[config.mk]
export PLATFORM = sky130hd
export DESIGN_NAME = dot_accel
export DESIGN_NICKNAME = d
export VERILOG_FILES = /design/src/rtl/dot_pkg.sv /design/src/rtl/q16_mul.sv /design/src/rtl/dot_accel.sv
export SDC_FILE = /design/constraint.sdc
export NUM_CORES = 2
export LEC_CHECK = 0
export BUFFER_PORTS_ARGS = -buffer_cell sky130_fd_sc_hd__buf_4
export CAP_MARGIN = 10
export CORE_MARGIN = 2
export CORE_UTILIZATION = 54
export CTS_CLUSTER_SIZE = 30
export DETAILED_ROUTE_END_ITERATION = 16
export GPL_TIMING_DRIVEN = 0
export PLACE_DENSITY = 0.71
export SYNTH_ARGS = -nofsm -noshare
export SYNTH_HDL_FRONTEND = slang
export SYNTH_SLANG_ARGS = --single-unit
[constraint.sdc]
create_clock -name clk -period 15.95 [get_ports clk]
set_clock_uncertainty 0.1 [all_clocks]
set_input_delay 1.595 -clock clk [delete_from_list [all_inputs] [get_ports clk]]
set_output_delay 1.595 -clock clk [all_outputs]
set_load 0.02 [all_outputs]
[src/rtl/dot_pkg.sv]
// Shared constants and types for the Q16.16 dot-product accelerator.
package dot_pkg;

    // Number of fractional bits in the Q16.16 format
    localparam int FRAC_BITS = 16;

    // Slave register map (word offsets)
    localparam logic [3:0] REG_START  = 4'd0;
    localparam logic [3:0] REG_WBASE  = 4'd1;
    localparam logic [3:0] REG_ABASE  = 4'd2;
    localparam logic [3:0] REG_LEN    = 4'd3;
    localparam logic [3:0] REG_STATUS = 4'd4;

    // Job sequencer states
    typedef enum logic [2:0] {
        IDLE,
        RD_W,
        WAIT_W,
        RD_A,
        WAIT_A,
        MAC,
        DONE
    } state_t;

endpackage

[src/rtl/q16_mul.sv]
// Combinational signed Q16.16 multiply; keeps product bits [47:16].
module q16_mul
    import dot_pkg::*;
(
    input  logic [31:0] a,
    input  logic [31:0] b,
    output logic [31:0] p
);

    logic [63:0] prod;

    // Sign-extend both operands so the low 64 bits of the unsigned product equal the signed product
    assign prod = {{32{a[31]}}, a} * {{32{b[31]}}, b};
    assign p    = 32'(prod >> FRAC_BITS);

endmodule

[src/rtl/dot_accel.sv]
// Avalon-MM dot-product accelerator: fetches N weight/activation word pairs
// from memory, accumulates their Q16.16 products and exposes the sum to the CPU.
module dot_accel
    import dot_pkg::*;
(
    input  logic        clk,
    input  logic        rst_n,
    output logic        slave_waitrequest,
    input  logic [3:0]  slave_address,
    input  logic        slave_read,
    input  logic        slave_write,
    input  logic [31:0] slave_writedata,
    output logic [31:0] slave_readdata,
    input  logic        master_waitrequest,
    output logic [31:0] master_address,
    output logic        master_read,
    input  logic [31:0] master_readdata,
    input  logic        master_readdatavalid,
    output logic        master_write,
    output logic [31:0] master_writedata
);

    state_t      state;
    state_t      next_state;
    logic [31:0] w_base;
    logic [31:0] a_base;
    logic [31:0] len;
    logic [31:0] idx;
    logic [31:0] acc;
    logic [31:0] result;
    logic [31:0] w_word;
    logic [31:0] a_word;
    logic [31:0] term;
    logic [31:0] acc_sum;
    logic        busy;
    logic        start;
    logic        status_read;
    logic        last;

    q16_mul u_mul (
        .a (w_word),
        .b (a_word),
        .p (term)
    );

    // DONE is not busy: that is the cycle in which stalled CPU accesses are released
    assign busy        = (state != IDLE) && (state != DONE);
    assign start       = slave_write && (slave_address == REG_START) && !busy;
    assign status_read = slave_read && (slave_address == REG_STATUS);
    assign slave_waitrequest = busy && (slave_read || slave_write) && !status_read;

    assign acc_sum = acc + term;
    // Widened compare so idx+1 cannot wrap when len is near 2^32
    assign last    = (({1'b0, idx} + 33'd1) >= {1'b0, len});

    assign master_write     = 1'b0;
    assign master_writedata = 32'd0;

    // State register
    always_ff @(posedge clk or negedge rst_n) begin
        if (!rst_n) begin
            state <= IDLE;
        end else begin
            state <= next_state;
        end
    end

    // Next-state logic for the fetch/multiply/accumulate sequence
    always_comb begin
        next_state = state;
        case (state)
            IDLE: begin
                if (start) begin
                    next_state = (len == 32'd0) ? DONE : RD_W;
                end
            end
            RD_W: begin
                if (!master_waitrequest) begin
                    next_state = WAIT_W;
                end
            end
            WAIT_W: begin
                if (master_readdatavalid) begin
                    next_state = RD_A;
                end
            end
            RD_A: begin
                if (!master_waitrequest) begin
                    next_state = WAIT_A;
                end
            end
            WAIT_A: begin
                if (master_readdatavalid) begin
                    next_state = MAC;
                end
            end
            MAC: begin
                next_state = last ? DONE : RD_W;
            end
            DONE: begin
                if (start) begin
                    next_state = (len == 32'd0) ? DONE : RD_W;
                end else begin
                    next_state = IDLE;
                end
            end
            default: next_state = IDLE;
        endcase
    end

    // Memory master request: address held steady by state/idx while the fabric stalls
    always_comb begin
        master_read    = 1'b0;
        master_address = 32'd0;
        case (state)
            RD_W: begin
                master_read    = 1'b1;
                master_address = w_base + (idx << 2);
            end
            RD_A: begin
                master_read    = 1'b1;
                master_address = a_base + (idx << 2);
            end
            default: ;
        endcase
    end

    // CPU read mux; a released read of offset 0 in DONE sees the freshly written result
    always_comb begin
        slave_readdata = 32'd0;
        if (slave_read) begin
            case (slave_address)
                REG_START:  slave_readdata = result;
                REG_WBASE:  slave_readdata = w_base;
                REG_ABASE:  slave_readdata = a_base;
                REG_LEN:    slave_readdata = len;
                REG_STATUS: slave_readdata = {31'd0, busy};
                default:    slave_readdata = 32'd0;
            endcase
        end
    end

    // Configuration registers; writes are only accepted while no job is running
    always_ff @(posedge clk or negedge rst_n) begin
        if (!rst_n) begin
            w_base <= 32'd0;
            a_base <= 32'd0;
            len    <= 32'd0;
        end else if (slave_write && !busy) begin
            case (slave_address)
                REG_WBASE: w_base <= slave_writedata;
                REG_ABASE: a_base <= slave_writedata;
                REG_LEN:   len    <= slave_writedata;
                default: ;
            endcase
        end
    end

    // Datapath: operand capture, accumulation, index and result update
    always_ff @(posedge clk or negedge rst_n) begin
        if (!rst_n) begin
            idx    <= 32'd0;
            acc    <= 32'd0;
            result <= 32'd0;
            w_word <= 32'd0;
            a_word <= 32'd0;
        end else begin
            case (state)
                IDLE, DONE: begin
                    if (start) begin
                        acc <= 32'd0;
                        idx <= 32'd0;
                        if (len == 32'd0) begin
                            result <= 32'd0;
                        end
                    end
                end
                WAIT_W: begin
                    if (master_readdatavalid) begin
                        w_word <= master_readdata;
                    end
                end
                WAIT_A: begin
                    if (master_readdatavalid) begin
                        a_word <= master_readdata;
                    end
                end
                MAC: begin
                    acc <= acc_sum;
                    idx <= idx + 32'd1;
                    if (last) begin
                        result <= acc_sum;
                    end
                end
                default: ;
            endcase
        end
    end

endmodule

Word level (Yosys, flattened, before mapping) --
Index checks and enable logic that the tools add are counted.
Storage, ports and cells: word-level logic and storage cells 80, output and inout bits 99, bits in registers 259, bits of input ports 74
Cells by class: add/sub/neg operators 5, multiplexer cells 20, equality and inequality tests 19, reduce and logical (&&, ||, !) cells 25, $mul 1, order comparisons 1
Operators with widths (number):
- $pmux W32 S2 | 4
- $mux W32 | 5
- $pmux W32 S5 | 1
- $add A32 B32 Y32 | 3
- $mul A32 B32 Y48 | 1
- $add A32 B1 Y33 const B | 1
- $ge A33 B32 Y1 | 1
- $add A32 B1 Y32 const B | 1
- $logic_not A32 Y1 | 1
- $mux W3 | 8
- $pmux W3 S7 | 1
- $ne A2 B2 Y1 const B | 8
- $reduce_and A2 Y1 | 6
- $eq A3 B3 Y1 const B | 3
- $eq A4 B2 Y1 const B | 2
- $logic_and A1 B1 Y1 | 7
- $eq A3 B2 Y1 const B | 2
- $reduce_and A5 Y1 | 1
- $eq A4 B1 Y1 const B | 1
- $eq A4 B3 Y1 const B | 1
- $logic_not A4 Y1 | 1
- $reduce_and A4 Y1 | 1
- $reduce_or A2 Y1 | 2
- $eq A3 B1 Y1 const B | 1
- other kinds (7) | 8

Depth between registers and ports, before layout --
word-level depth 6, gate-level depth with buffers 38, mapped depth without buffers 37

Hierarchy --
A second synthesis with hierarchy kept.
Second synthesis, totals: cell total of the unflattened synthesis 4718, area total of the unflattened synthesis 44979.4 um^2
Modules (own cells, without submodules):
- q16_mul | sequential area each 0.0 um^2, times used 1, cells an instance 3067, area an instance 28548.6 um^2
- dot_accel | sequential area each 6481.2 um^2, times used 1, cells an instance 1651, area an instance 16430.8 um^2

Worst setup path before layout --
Ideal clock, no wire load.
kind register to register, start point register w_word[19], end point register acc[31], path slack 6.689 ns, library setup time 0.135 ns, buffers on the path 2, cell stages (with the launch flop) 35, data required time 15.715 ns, period minus slack after synthesis 9.261 ns, arrival time 9.026 ns, cells stage by stage dfrtp_1 > clkbuf_1 > clkbuf_1 > nand2_1 > fa_1 > fa_1 > fa_1 > fa_1 > inv_1 > fa_1 > fa_1 > fa_1 > fa_1 > ha_1 > and4_4 > and2_1 > a221oi_1 > o21ai_0 > a21o_1 > a31o_4 > a21oi_1 > o21ai_1 > a21oi_1 > xnor2_1 > ha_1 > a21o_1 > a21o_1 > a21o_1 > a21o_1 > a21oi_1 > o41ai_2 > a211o_1 > xnor2_1 > xnor2_1 > o22ai_1
On the way: longest elaborated chain between the ends 3
Ends and longest elaborated chain:
- from (decl) | RTL line dot_accel.sv:31 | logic [31:0] w_word;
- from (signal assigned) | RTL line dot_accel.sv:180 | w_word <= master_readdata;
- $mul A32 B32 Y48 | RTL line q16_mul.sv:13 | assign prod = {{32{a[31]}}, a} * {{32{b[31]}}, b};
- $add A32 B32 Y32 | RTL line dot_accel.sv:52 | assign acc_sum = acc + term;
- $pmux W32 S2 | RTL line dot_accel.sv:168 | case (state)
- to (signal assigned) | RTL line dot_accel.sv:189 | acc <= acc_sum;
- to (decl) | RTL line dot_accel.sv:29 | logic [31:0] acc;
Every way passes these cells. A chain may end at the register's enable or synchronous reset.

Worst setup path in the final report --
start point register a_word[7], end point register acc[30]
On the way: longest elaborated chain between the ends 3
Ends and longest elaborated chain:
- from (decl) | RTL line dot_accel.sv:32 | logic [31:0] a_word;
- from (signal assigned) | RTL line dot_accel.sv:185 | a_word <= master_readdata;
- $mul A32 B32 Y48 | RTL line q16_mul.sv:13
- $add A32 B32 Y32 | RTL line dot_accel.sv:52
- $pmux W32 S2 | RTL line dot_accel.sv:168
Every way passes these cells.

==> flow_metrics.tcl <==
set metrics [dict create \
    critPathCaptureType "flop" \
    clk-insertion-delay-late_ns 0.64 \
    globalplace.congestion 1.05 \
    start_util_pct 54.8 \
    hp-class "reg2reg" \
    hold_buffers 0 \
    final_layout_size_suffix_gt1_share_pct 9.72 \
    yosysWarnings 0 \
    cts_tree "done" \
    boundaryPins 173 \
    synth_edf_count 0 \
    syn_avg_cell_area_um2 9.67 \
    ys_seq_elements 259 \
    worst_pin_slew_ns 1.25 \
    reg2reg_slack_ns 4.59 \
    gr-usage-met1_pct 43.4 \
    period_share_pct 71.2 \
    num_vias 33500 \
    ys_seq_area_share_pct 14.6 \
    clockRootBuffer "clkbuf_16" \
    vias_per_cell 5.71 \
    worstSetupStartpointType "flop" \
    path_clk_slew_ns 0.07 \
    post_drt_wl_per_cell_um 23.3 \
    grt_busiest_layer "met2" \
    globalRouteMet3Util_pct 7.79 \
    rsz0062_at_grt "false" \
    hpwl_um 115000 \
    critical_path.max_fanout 10 \
    portBuffers 139 \
    dp.cells 5808 \
    multi_input_area_um2 33600 \
    synth.cell_area_um2 44300 \
    critical_path_required_ns 16.31 \
    ant_nets 0 \
    die-area_um2 84300 \
    setup-tns-final_ns 0 \
    dr.pass1.iters 6 \
    gr-usage-all-layers_pct 33.2 \
    fin_nets 5951 \
    rows 104 \
    crit_type "reg2reg" \
    timing.fmax_ghz 0.0880 \
    crit_buf_inv 5 \
    status "finished, final reports clean" \
    crit_family "adder cells" \
    async_reset_ff_share_pct 100 \
    use_met2_pct 53.1 \
    htreeDepth 1 \
    wl_um 137000 \
    cts_resized 0 \
    post_cts_buffers 0 \
    maxCapViolations 0 \
    arrival_ns 11.73 \
    slew_headroom_pct 15.8 \
    cts_buffers 30 \
    grt_start_max_net_pins 112 \
    ys.flop_type "dfrtp_1" \
    core_um2 80800 \
    setup_viol 0 \
    drtIter0Drc 2905 \
    hold_viol_final 0 \
    num-fill-cells 7033 \
    crit_slowest_cell "a211oi_2" \
    hold_ws_ns 0.387 \
    clk_path_buf_depth 3 \
    drcViolationCount 0 \
    cts.sinks 259 \
    grt_pass1_wl_um 211000 \
    grt_pass1_vias 34800 \
    mostFrequentLayoutCells "840 x inv_1, 840 x fa_1, 570 x nand2_1" \
    regArea_um2 6480 \
    die_h_um 290 \
    final_cells 5867 \
    crit_path_frequent_cell "fa_1" \
    slowest_delay_ns 0.78 \
    antenna_found_initial 8 \
    area_growth_pct 8.15 \
    grt_overflow 0 \
    slew_viol_final 0 \
    die_width_um 290 \
    synth_cell_type_count 71 \
    post-route-min-period_ns 11.36 \
    syn_inst 4575 \
]
stage by stage:
stage          area (um^2)  utilization [%]  setup slack, ns
4_1_cts              47900             59.2             4.61
6_report             47900             59.2             4.59
5_1_grt              47900             59.2             4.01
3_3_place_gp         46700             57.9             4.60
3_5_place_dp         46800             57.9             4.64
2_1_floorplan        44400                -             6.69
flip-flops by register name, summed over array words and instances, names as in the netlist:
signal,cells
a_word,32
idx,32
w_word,32
acc,32
a_base,32
result,32
state,3
len,32
w_base,32
cell type report:
class / instances / share of cell area [%]
Multi-Input combinational cell: 3242 / 70.2
Clock inverter: 9 / 0.277
Inverter: 840 / 6.59
Buffer: 266 / 2.35
Tap cell: 1060 / 2.77
Sequential cell: 259 / 13.5
Antenna cell: 3 / 0.0157
Clock buffer: 47 / 1.91
Timing Repair Buffer: 141 / 2.31
synth_stat cells, types with 3 or more instances:
master	number	area, um^2
o31ai_1	9	67.6
nor2b_1	57	357
mux2_2	192	2160
o21ai_0	108	541
inv_1	840	3150
or2_2	5	31.3
nor2_1	102	383
and2_1	509	3180
xnor2_1	100	876
a211oi_2	3	37.5
a211oi_1	13	97.6
o21bai_1	5	37.5
nand3_1	22	110
nand2_1	570	2140
o22ai_1	5	31.3
fa_1	840	16800
o211ai_1	7	52.6
o21ai_1	11	55.1
mux2_1	6	67.6
a31oi_1	11	68.8
o21a_1	12	90.1
a221oi_1	3	26.3
mux4_2	32	721
nor3_1	20	100
nand4_1	18	113
buf_1	10	37.5
a21o_1	62	465
clkbuf_1	221	830
nand2b_1	19	119
and4_1	7	61.3
buf_4	33	248
dfrtp_1	259	6480
a21boi_0	3	22.5
ha_1	257	3220
nor4_1	10	62.6
a21oi_1	77	385
mux2i_1	3	30.0
or3_1	9	56.3
and3_1	19	119
xor2_1	46	403
logic make-up (layout without fill, tap and decap cells):
| logic type | after synthesis | after routing | synth area share [%] |
|---|---|---|---|
| adder cells (fa/ha/maj) | 1097 | 1097 | 45.3 |
| multiplexers | 233 | 233 | 6.73 |
| AO/OA/AOI/OAI | 358 | 358 | 5.17 |
| XOR/XNOR | 146 | 146 | 2.89 |
| buffers and inverters | 1106 | 1303 | 9.67 |
| flip-flops | 259 | 259 | 14.6 |
| other | 1 | 36 | 0.00847 |
| AND/OR/NAND/NOR | 1375 | 1375 | 15.6 |
metal layers:
metal	up-vias	share of wire, %	wire length [um]
li1	14300	-	-
met1	17200	38	52400
met2	1612	46	63400
met3	396	10	13700
met4	8	5.4	7390
met5	-	0.036	49
worst paths after layout:
path                                 from         end  cells past startpoint
worst max-delay path            a_word[7]     acc[30]                     36
worst min-delay path               acc[4]      acc[4]                      1
worst max register to register  a_word[7]     acc[30]                     36
worst min register to register     acc[4]      acc[4]                      1
max in group asynchronous           rst_n  w_word[11]                      2
min in group asynchronous           rst_n      idx[6]                      1
Power is not shown: default switching activity piles up to over one toggle a cycle in this logic, so the estimate is an artifact.
